`src/rtl/ram_port_arbiter_pkg.sv`:
```
// Shared types and constants for the CPU/debug BRAM port arbiter.
// Build option: define RAM_ARB_DBG_WRITE_EN to let the debug master write.
package ram_port_arbiter_pkg;

  typedef enum logic [1:0] {
    ST_IDLE  = 2'b00,
    ST_ISSUE = 2'b01,
    ST_DATA  = 2'b10
  } state_t;

  localparam logic OWN_CPU = 1'b0;
  localparam logic OWN_DBG = 1'b1;

  localparam int unsigned CNT_W = 4;

  function automatic logic [CNT_W-1:0] sat_inc(input logic [CNT_W-1:0] cnt,
                                                input logic [CNT_W-1:0] limit);
    return (cnt >= limit) ? limit : cnt + 1'b1;
  endfunction

endpackage

```
`src/rtl/ram_port_arbiter_if.sv`:
```
// Bus bundle between the two requesters, the BRAM port and the arbiter.
interface ram_port_arbiter_if #(
  parameter int unsigned ADDR_W = 8,
  parameter int unsigned DATA_W = 8
);
  logic              en;
  logic              cpu_req;
  logic              cpu_we;
  logic [ADDR_W-1:0] cpu_addr;
  logic [DATA_W-1:0] cpu_wdata;
  logic              cpu_ack;
  logic [DATA_W-1:0] cpu_rdata;
  logic              dbg_req;
  logic              dbg_we;
  logic [ADDR_W-1:0] dbg_addr;
  logic [DATA_W-1:0] dbg_wdata;
  logic              dbg_ack;
  logic [DATA_W-1:0] dbg_rdata;
  logic              mem_en;
  logic              mem_we;
  logic [ADDR_W-1:0] mem_addr;
  logic [DATA_W-1:0] mem_wdata;
  logic [DATA_W-1:0] mem_rdata;
  logic              busy;
  logic              owner;

  modport slave (
    input  en, cpu_req, cpu_we, cpu_addr, cpu_wdata,
           dbg_req, dbg_we, dbg_addr, dbg_wdata, mem_rdata,
    output cpu_ack, cpu_rdata, dbg_ack, dbg_rdata,
           mem_en, mem_we, mem_addr, mem_wdata, busy, owner
  );

  modport master (
    output en, cpu_req, cpu_we, cpu_addr, cpu_wdata,
           dbg_req, dbg_we, dbg_addr, dbg_wdata, mem_rdata,
    input  cpu_ack, cpu_rdata, dbg_ack, dbg_rdata,
           mem_en, mem_we, mem_addr, mem_wdata, busy, owner
  );
endinterface

```
`src/rtl/ram_port_arbiter_grant_logic.sv`:
```
// Winner selection with CPU priority and a starvation counter that
// forces a debug grant after STARVE_LIMIT contended CPU grants.
module ram_arb_grant_logic
  import ram_port_arbiter_pkg::*;
#(
  parameter int unsigned STARVE_LIMIT = 4
) (
  input  logic             clk,
  input  logic             reset,
  input  logic             arb,
  input  logic             en,
  input  logic             cpu_req,
  input  logic             dbg_req,
  output logic             grant,
  output logic             winner,
  output logic [CNT_W-1:0] starve_cnt
);

  localparam logic [CNT_W-1:0] LIMIT = CNT_W'(STARVE_LIMIT);

  always_comb begin
    grant  = arb && en && (cpu_req || dbg_req);
    winner = OWN_CPU;
    if (dbg_req && (!cpu_req || starve_cnt == LIMIT))
      winner = OWN_DBG;
  end

  always_ff @(posedge clk) begin
    if (reset) begin
      starve_cnt <= '0;
    end else if (arb) begin
      if (!dbg_req || (grant && winner == OWN_DBG))
        starve_cnt <= '0;
      else if (grant)
        starve_cnt <= sat_inc(starve_cnt, LIMIT);
    end
  end

endmodule

```
`src/rtl/ram_port_arbiter.sv`:
```
// Single-port BRAM arbiter: IDLE -> ISSUE -> DATA, one access per 3 cycles.
// Build option RAM_ARB_DBG_WRITE_EN enables debug writes; otherwise debug is read-only.
module ram_port_arbiter
  import ram_port_arbiter_pkg::*;
#(
  parameter int unsigned ADDR_W       = 8,
  parameter int unsigned DATA_W       = 8,
  parameter int unsigned STARVE_LIMIT = 4
) (
  input  logic                clk_qzt,
  input  logic                reset,
  ram_port_arbiter_if.slave   bus
);

  state_t           state;
  logic             acc_we;
  logic             grant;
  logic             winner;
  logic             dbg_write;
  logic [CNT_W-1:0] starve_cnt;

`ifdef RAM_ARB_DBG_WRITE_EN
  assign dbg_write = bus.dbg_we;
`else
  assign dbg_write = 1'b0;
`endif

  ram_arb_grant_logic #(
    .STARVE_LIMIT(STARVE_LIMIT)
  ) u_grant (
    .clk       (clk_qzt),
    .reset     (reset),
    .arb       (state == ST_IDLE),
    .en        (bus.en),
    .cpu_req   (bus.cpu_req),
    .dbg_req   (bus.dbg_req),
    .grant     (grant),
    .winner    (winner),
    .starve_cnt(starve_cnt)
  );

  always_ff @(posedge clk_qzt) begin
    if (reset) begin
      state         <= ST_IDLE;
      acc_we        <= 1'b0;
      bus.mem_en    <= 1'b0;
      bus.mem_we    <= 1'b0;
      bus.mem_addr  <= '0;
      bus.mem_wdata <= '0;
      bus.cpu_ack   <= 1'b0;
      bus.dbg_ack   <= 1'b0;
      bus.cpu_rdata <= '0;
      bus.dbg_rdata <= '0;
      bus.busy      <= 1'b0;
      bus.owner     <= OWN_CPU;
    end else begin
      case (state)
        ST_IDLE: begin
          bus.cpu_ack <= 1'b0;
          bus.dbg_ack <= 1'b0;
          if (grant) begin
            bus.owner  <= winner;
            bus.mem_en <= 1'b1;
            bus.busy   <= 1'b1;
            state      <= ST_ISSUE;
            if (winner == OWN_CPU) begin
              bus.mem_we    <= bus.cpu_we;
              bus.mem_addr  <= bus.cpu_addr;
              bus.mem_wdata <= bus.cpu_wdata;
              acc_we        <= bus.cpu_we;
            end else begin
              bus.mem_we    <= dbg_write;
              bus.mem_addr  <= bus.dbg_addr;
              bus.mem_wdata <= bus.dbg_wdata;
              acc_we        <= dbg_write;
            end
          end
        end
        ST_ISSUE: begin
          bus.mem_en <= 1'b0;
          bus.mem_we <= 1'b0;
          state      <= ST_DATA;
        end
        ST_DATA: begin
          // Read data from the BRAM is valid here, one cycle after it sampled.
          if (bus.owner == OWN_CPU) begin
            bus.cpu_ack <= 1'b1;
            if (!acc_we) bus.cpu_rdata <= bus.mem_rdata;
          end else begin
            bus.dbg_ack <= 1'b1;
            if (!acc_we) bus.dbg_rdata <= bus.mem_rdata;
          end
          bus.busy <= 1'b0;
          state    <= ST_IDLE;
        end
        default: state <= ST_IDLE;
      endcase
    end
  end

endmodule

```
`src/flat_wrapper.sv`:
```
// flat-port wrapper written by rule: the top's interface ports become plain ports
module ram_port_arbiter_flat import ram_port_arbiter_pkg::*;
#(
  parameter int unsigned ADDR_W       = 8,
  parameter int unsigned DATA_W       = 8,
  parameter int unsigned STARVE_LIMIT = 4
)
  (clk_qzt, reset, bus_en, bus_cpu_req, bus_cpu_we, bus_cpu_addr, bus_cpu_wdata, bus_dbg_req, bus_dbg_we, bus_dbg_addr, bus_dbg_wdata, bus_mem_rdata, bus_cpu_ack, bus_cpu_rdata, bus_dbg_ack, bus_dbg_rdata, bus_mem_en, bus_mem_we, bus_mem_addr, bus_mem_wdata, bus_busy, bus_owner);
  ram_port_arbiter_if #(.ADDR_W(ADDR_W), .DATA_W(DATA_W)) bus_i ();
  input  logic clk_qzt;
  input  logic reset;
  input wire logic [$bits(bus_i.en)-1:0] bus_en;
  input wire logic [$bits(bus_i.cpu_req)-1:0] bus_cpu_req;
  input wire logic [$bits(bus_i.cpu_we)-1:0] bus_cpu_we;
  input wire logic [$bits(bus_i.cpu_addr)-1:0] bus_cpu_addr;
  input wire logic [$bits(bus_i.cpu_wdata)-1:0] bus_cpu_wdata;
  input wire logic [$bits(bus_i.dbg_req)-1:0] bus_dbg_req;
  input wire logic [$bits(bus_i.dbg_we)-1:0] bus_dbg_we;
  input wire logic [$bits(bus_i.dbg_addr)-1:0] bus_dbg_addr;
  input wire logic [$bits(bus_i.dbg_wdata)-1:0] bus_dbg_wdata;
  input wire logic [$bits(bus_i.mem_rdata)-1:0] bus_mem_rdata;
  output wire logic [$bits(bus_i.cpu_ack)-1:0] bus_cpu_ack;
  output wire logic [$bits(bus_i.cpu_rdata)-1:0] bus_cpu_rdata;
  output wire logic [$bits(bus_i.dbg_ack)-1:0] bus_dbg_ack;
  output wire logic [$bits(bus_i.dbg_rdata)-1:0] bus_dbg_rdata;
  output wire logic [$bits(bus_i.mem_en)-1:0] bus_mem_en;
  output wire logic [$bits(bus_i.mem_we)-1:0] bus_mem_we;
  output wire logic [$bits(bus_i.mem_addr)-1:0] bus_mem_addr;
  output wire logic [$bits(bus_i.mem_wdata)-1:0] bus_mem_wdata;
  output wire logic [$bits(bus_i.busy)-1:0] bus_busy;
  output wire logic [$bits(bus_i.owner)-1:0] bus_owner;
  assign bus_i.en = bus_en;
  assign bus_i.cpu_req = bus_cpu_req;
  assign bus_i.cpu_we = bus_cpu_we;
  assign bus_i.cpu_addr = bus_cpu_addr;
  assign bus_i.cpu_wdata = bus_cpu_wdata;
  assign bus_i.dbg_req = bus_dbg_req;
  assign bus_i.dbg_we = bus_dbg_we;
  assign bus_i.dbg_addr = bus_dbg_addr;
  assign bus_i.dbg_wdata = bus_dbg_wdata;
  assign bus_i.mem_rdata = bus_mem_rdata;
  assign bus_cpu_ack = bus_i.cpu_ack;
  assign bus_cpu_rdata = bus_i.cpu_rdata;
  assign bus_dbg_ack = bus_i.dbg_ack;
  assign bus_dbg_rdata = bus_i.dbg_rdata;
  assign bus_mem_en = bus_i.mem_en;
  assign bus_mem_we = bus_i.mem_we;
  assign bus_mem_addr = bus_i.mem_addr;
  assign bus_mem_wdata = bus_i.mem_wdata;
  assign bus_busy = bus_i.busy;
  assign bus_owner = bus_i.owner;
  ram_port_arbiter #(.ADDR_W(ADDR_W), .DATA_W(DATA_W), .STARVE_LIMIT(STARVE_LIMIT)) u_core (.clk_qzt(clk_qzt), .reset(reset), .bus(bus_i));
endmodule
```
`config.mk`:
```
export PLATFORM = sky130hd
export DESIGN_NAME = ram_port_arbiter_flat
export DESIGN_NICKNAME = d
export VERILOG_FILES = /design/src/rtl/ram_port_arbiter_pkg.sv /design/src/rtl/ram_port_arbiter_if.sv /design/src/rtl/ram_port_arbiter_grant_logic.sv /design/src/rtl/ram_port_arbiter.sv /design/src/flat_wrapper.sv
export SDC_FILE = /design/constraint.sdc
export NUM_CORES = 1
export LEC_CHECK = 0
export BUFFER_PORTS_ARGS = -buffer_cell sky130_fd_sc_hd__buf_2
export CORE_MARGIN = 4
export CORE_UTILIZATION = 50
export CTS_CLUSTER_SIZE = 14
export DETAILED_ROUTE_END_ITERATION = 8
export GPL_TIMING_DRIVEN = 1
export HOLD_SLACK_MARGIN = 0.1
export PLACE_DENSITY_LB_ADDON = 0.3
export SLEW_MARGIN = 5
export SYNTH_ARGS = -nofsm -noshare
export SYNTH_HDL_FRONTEND = slang
export SYNTH_HIERARCHICAL = 1
export SYNTH_SLANG_ARGS = --single-unit
```
`constraint.sdc`:
```
create_clock -name clk_qzt -period 3.5 [get_ports clk_qzt]
set_input_delay 0.7 -clock clk_qzt [delete_from_list [all_inputs] [get_ports clk_qzt]]
set_output_delay 0.7 -clock clk_qzt [all_outputs]
set_load 0.005 [all_outputs]
```
==> results of run 1 <==
synth_stat cells (2+ instances only):
master    count
a211oi_1      6
a211oi_2     12
a21oi_1      15
buf_2         3
buf_4         3
buf_6         3
clkbuf_1      3
dfxtp_1      45
ha_1          2
inv_1         6
mux2i_1      25
nand2_1      17
nand4_1       2
nor2_1       30
nor3_1        3
o211a_1       2
o21ai_0       4
flip-flops by register name, summed over array words and instances, names as in the netlist:
signal	flops
u_core/bus.dbg_rdata	8
u_core/bus.dbg_ack	1
u_core/bus.cpu_ack	1
u_core/bus.owner	1
u_core/bus.mem_wdata	8
u_core/bus.mem_we	1
u_core/acc_we	1
u_core/bus.cpu_rdata	8
u_core/bus.mem_addr	8
u_core/bus.busy	1
u_core/bus.mem_en	1
u_core/u_grant/starve_cnt	4
u_core/state	2
power by group through the flow:
stage,clock network (mW),logic (mW),registers [mW]
global route,0.349,0.178,0.560
detailed placement,0,0.162,0.568
CTS,0.326,0.162,0.556
finish,0.315,0.160,0.556
global placement,0,0.158,0.567
floorplan,0,0.101,0.567
worst min-delay path: stages (launching register included):
cell and delay (ns):
dfxtp_1 0.32, nand2_1 0.05, a21oi_1 0.05
final cells by class:
type	instances	share of cell area [%]
Multi-Input combinational cell	131	37.7
Sequential cell	45	37.1
Timing Repair Buffer	86	18.0
Clock buffer	5	2.84
Tap cell	48	2.47
Clock inverter	3	0.928
Inverter	6	0.928
worst max path at each step:
stage                         endpoint  cells after the start
2_1_floorplan   u_core/bus.mem_addr[4]                      6
3_3_place_gp          u_core/bus.owner                      6
3_5_place_dp          u_core/bus.owner                      6
4_1_cts        u_core/bus.mem_wdata[2]                      6
5_1_grt               u_core/bus.owner                      6
6_report              u_core/bus.owner                      6
metal layers:
metal | up-vias | part of all wire (%)
li1 | 839 | -
met1 | 742 | 43
met2 | 42 | 50
met3 | 5 | 6.4
met4 | 0 | 1.0
met5 | - | 0
stage by stage:
step / instances / total power, mW / cell area, µm²
4_1_cts: 324 / 1.04 / 2430
5_1_grt: 324 / 1.09 / 2430
3_3_place_gp: 316 / 0.725 / 2340
3_5_place_dp: 316 / 0.729 / 2340
6_report: 324 / 1.03 / 2430
2_1_floorplan: 195 / 0.668 / 1920
cell families (layout without fill, tap and decap cells):
group           after synthesis  count (layout)  synth area share [%]
simple gates                 62              62                  15.7
buf+inv                      19             100                  5.67
compound gates               42              42                  17.3
fa+ha+maj                     2               2                  1.30
flops                        45              45                  47.0
mux                          25              25                  13.0
==> flow_summary.toml, run 1 <==
[timing]
timing.hold.ws_ns = 0.454
max_slew_margin_pct = 50.6
layout_min_cycle_time_ns = 1.98
setup_total_negative_slack_ns = 0
final_hold_viol_count = 0
fin_skew_ns = 0.00844
timing.fmax_mhz = 505
timing_worst_slew_pin_value_ns = 0.739
rsz_0062_raised_after_global_routing = "no"
maxSlewViolCount = 0
report.final.setup_viol = 0
layout_setup_ws_ns = 1.52
fin_crit_sh_pct = 56.5

[cells_and_area]
mostFrequentLayoutCell = "buf_2"
finalNetCount = 324
post_route_cells_drive_above_1_share_pct = 40.6
fin_util_pct = 65.8
fill_cells = 351
n_antenna_cell = 0
seq_area_um2 = 901
multi_input_area_um2 = 915
area_growth_syn_to_layout_pct = 26.5
final_cell_mix = "83 x buf_2, 45 x dfxtp_1, 30 x nor2_1, 25 x mux2i_1, 17 x nand2_1"

[min_path]
timing.hold.worst_path_depth = 2
timing.hold.worst_endpoint = "u_core/bus.cpu_rdata[4]"
hp-start = "u_core/bus.cpu_rdata[4]"
holdCritPathClass = "reg -> reg"

[clock_tree]
cts-resized-gates = 0
insertion_delay_of_the_later_clocked_pin_in_the_worst_skew_pair_ns = 0.29
cts_inserted_buffers = 5
htree_levels = 2
clockBufferDepth = 2
postCtsHoldBufs = 0
cts.sinks = 45
clock_tree_from_tritoncts = "yes"
number_of_setup_buffers_added_after_cts = 0
clkSlewWorstSetupHoldPaths_ns = 0.09
cts.root.buffer_cell = "clkbuf_8"

[critical_path]
worst_setup_path_startpoint = "u_core/state[0]"
worstSetupEndpointType = "flip-flop"
crit_required_ns = 3.69
timing.critical_path.from_type = "flip-flop"
crit_slowest_cell = "dfxtp_1"
critical_path.top_delay_family = "simple AND/OR/NAND/NOR gates"
worst_r2r_endpoint = "u_core/bus.owner"
reg2reg_setup_slack_ns = 1.52
critical_path.most_common_cell = "nor2_1"
r2r.worst_path.cells = 6
cp_max_fo = 36
regToRegStartpoint = "u_core/state[0]"
arrival_ns = 2.16
worstPathBufferInverterCount = 1
path_class = "reg -> reg"
worst_path_largest_cell_delay_ns = 0.43
worstPathCellList = "nor2_1, o211a_1, nor3b_4, buf_4, mux2i_1, nor2_1"

[synthesis]
yosysSeqAreaShare_pct = 47.0
yosysUniqueCellTypes = 31
yosysWarningCount = 6
dominantRegCellSynth = "dfxtp_1"
synthDominantCellAreaShare_pct = 47.0
netlist_instances = 195
avgSynthCellArea_um2 = 9.84
synth.area.top_cells = "dfxtp_1 47%, mux2i_1 13%, a211oi_2 7.8%"
netlist.top_cell.by_area = "dfxtp_1"
syn-cell-area_mm2 = 0.00192
synth_edf_count = 0
ys_ff_latch = 45
syn_nets = 244
async_flop_share_pct = 0

[die]
fp.dieArea_mm2 = 0.00489
standard_cell_core_area_mm2 = 0.00369
initial_utilization_pct = 52.0
die-height_um = 69.9
std_cell_rows = 22
io_pins = 85
die_w_um = 69.9

[grt]
grtUsageMet1_pct = 20.1
routing_usage_on_met2_pct = 29.5
grt-busiest-layer = "met2"
groute.usage.overall_pct = 17.1
grtUsageMet3_pct = 4.75
grt_start_max_net_pins = 37
vias_in_the_first_global_route = 1597
grt_remaining_overflow = 0
antenna_found_initial = 0
first_pass_grt_wire_length_um = 6920

[placement]
pre_cts_setup_slack_ns = 1.47
place_congestion = 0.713
dp_hpwl_um = 3050
io_buffers = 83

[routing]
route.detailed.drc = 0
detail_route.first_pass.iterations = 4
ant_nets = 0
postRouteWirelength_um = 4080
vias = 1628
detail_route.wl_per_cell_um = 12.6
drt_iter0_drc = 84
via_per_inst = 5.02

[pwr]
power.ir.vdd_worst_v = 0.000266
power.leakage_nw = 1.09
clockPowerShare_pct = 30.5
power_density_mw_per_mm2 = 425
power.share.switching_pct = 26.5
internal_power_mw = 0.757
combPwrFrac_pct = 15.5
seq_power_share_pct = 54.0
p_switching_mw = 0.273

[run_status]
outcome = "finished, final reports clean"

[job]
max-cap-violations = 0
No activity file was read; power rests on OpenSTA's default activity.
==> inputs of run 2 (changes only) <==
CORE_UTILIZATION = 42   (was 50)
clock period = 1.6 ns   (was 3.5 ns; I/O delays follow)
==> run 2 against run 1 <==
Against the previous run:
- final cell count increased by 4.9%
- flip-flop and latch count did not move
- maximum frequency increased by 26%
- via count up 4.4%
- non-clock buffer count is 12 higher
- setup slack worse by 1.5 ns
- sequential share of layout area decreased by 3.5 points
- sequential power increased by 120%
- clock-buffer cell count grew 1
- clock skew decreased by 0.0055 ns
==> flow_summary.toml, run 2 (synthesized netlist as in run 1, its figures left out) <==
[timing]
fin_skew_ns = 0.00299
maxSlewViolCount = 0
final_hold_viol_count = 0
report.final.setup_viol = 0
layout_min_cycle_time_ns = 1.57
fin_crit_sh_pct = 97.9
timing_worst_slew_pin_value_ns = 0.270
timing.fmax_mhz = 639
max_slew_margin_pct = 81.7

[pwr]
power.ir.vdd_worst_v = 0.000603
clockPowerShare_pct = 28.6
power.total_mw = 2.32
seq_power_share_pct = 52.2
power_density_mw_per_mm2 = 864
power.share.switching_pct = 26.4
combPwrFrac_pct = 19.2
internal_power_mw = 1.71
p_switching_mw = 0.614
power.leakage_nw = 1.18

[routing]
ant_nets = 0
via_per_inst = 5.00
detail_route.wl_per_cell_um = 13.9
vias = 1700
drt_iter0_drc = 105
postRouteWirelength_um = 4720
route.detailed.drc = 0
detail_route.first_pass.iterations = 4

[critical_path]
worstSetupEndpointType = "flip-flop"
crit_slowest_cell = "dfxtp_2"
critical_path.top_delay_family = "flip-flops"
worstPathBufferInverterCount = 2
path_class = "reg -> reg"
timing.critical_path.from_type = "flip-flop"
crit_required_ns = 1.78
worstPathCellList = "inv_2, ha_4, nand2_2, o21ai_2, and2_4, clkbuf_16, mux2i_2, a211oi_2"
reg2reg_setup_slack_ns = 0.03
arrival_ns = 1.74
worst_path_largest_cell_delay_ns = 0.34
cp_max_fo = 4

[placement]
place_congestion = 0.768
io_buffers = 83
dp_hpwl_um = 3190

[clock_tree]
clock_tree_from_tritoncts = "yes"
insertion_delay_of_the_later_clocked_pin_in_the_worst_skew_pair_ns = 0.29
htree_levels = 2
cts.root.buffer_cell = "clkbuf_8"
clkSlewWorstSetupHoldPaths_ns = 0.08
clockBufferDepth = 2
cts.sinks = 45
cts_inserted_buffers = 5

[cells_and_area]
fill_cells = 394
area_growth_syn_to_layout_pct = 40.2
post_route_cells_drive_above_1_share_pct = 48.6
final_cell_mix = "83 x buf_2, 43 x dfxtp_1, 29 x nor2_1, 17 x mux2i_1, 16 x nand2_1"
finalNetCount = 336
fin_util_pct = 61.4
n_antenna_cell = 0
mostFrequentLayoutCell = "buf_2"

[grt]
grt_start_max_net_pins = 37
routing_usage_on_met2_pct = 24.9
grtUsageMet1_pct = 20.7
vias_in_the_first_global_route = 1509
grt-busiest-layer = "met2"
antenna_found_initial = 0
grtUsageMet3_pct = 5.41
first_pass_grt_wire_length_um = 7000
grt_remaining_overflow = 0
groute.usage.overall_pct = 16.0

[die]
io_pins = 85
std_cell_rows = 24
initial_utilization_pct = 43.8
die_w_um = 75.6
standard_cell_core_area_mm2 = 0.00438
fp.dieArea_mm2 = 0.00571
die-height_um = 75.6

[min_path]
holdCritPathClass = "in -> reg"

[run_status]
outcome = "finished, final reports clean"

[job]
max-cap-violations = 0
==> run 2: cell count changes in the layout (fill, tap and decap cells not counted), sizes merged <==
| cell | before | now |
|---|---|---|
| clkinv | 3 | 2 |
| clkbuf | 5 | 8 |
| buf | 86 | 96 |
==> run 2: power groups by stage <==
stage,clock (mW),combinational (mW),sequential [mW]
after floorplan,0,0.230,1.24
after global placement,0,0.384,1.24
after CTS,0.693,0.395,1.21
after global routing,0.737,0.494,1.22
after detailed placement,0,0.390,1.24
final,0.666,0.445,1.21
==> run 2: worst paths after layout <==
check	endpoint	from	cells past startpoint
worst max-delay path	u_core/bus.mem_wdata[1]	u_core/u_grant/starve_cnt[0]	8
worst min-delay path	u_core/bus.cpu_rdata[7]	bus_mem_rdata[7]	3
worst max register to register	u_core/bus.mem_wdata[1]	u_core/u_grant/starve_cnt[0]	8
worst min register to register	u_core/bus.cpu_rdata[1]	u_core/bus.cpu_rdata[1]	2
==> run 2: final cells by class <==
cell class                 count  area, µm²  share of cell area, %
tap                           52       65.1                   2.42
sequential                    45        903                   33.6
multi-input combinational    131       1010                   37.6
inverter                       6       22.5                  0.837
clock buffer                   6       72.6                   2.70
timing repair buffer          98        604                   22.5
clock inverter                 2       10.0                  0.372
==> run 2: worst min-delay path, cell delays in order <==
cell and delay (ns):
buf_2 0.11, nand2_1 0.05, a21oi_1 0.05
==> run 2: metal layers <==
layer | share of wire (%) | up-vias | routed length, µm
met4 | 1.0 | 0 | 48
li1 | - | 863 | -
met3 | 8.3 | 5 | 392
met1 | 44 | 772 | 2060
met2 | 47 | 60 | 2220
met5 | 0 | - | 0
==> run 2: stage by stage <==
step / area, µm² / std cells / worst slack [ns] / setup TNS, ns / hold slack [ns]
after detailed placement: 2440 / 327 / 0.0118 / 0 / 0.447
after CTS: 2530 / 335 / 0.000441 / 0 / 0.260
after global placement: 2440 / 327 / 0.0285 / 0 / 0.441
after floorplan: 1950 / 195 / 0.0107 / 0 / 0.389
final: 2690 / 340 / 0.0339 / 0 / 0.277
after global routing: 2690 / 340 / -0.0254 / -0.0850 / 0.265
==> run 2: what timing repair did <==
item / 4_1_cts / 5_1_grt
pin swaps: 0 / 6
cloned: 0 / 3
endpoints found under the setup margin: 2 / 18
buffers inserted: 0 / 2
hold buffers: 0 / 0
gates resized for setup: 2 / 21
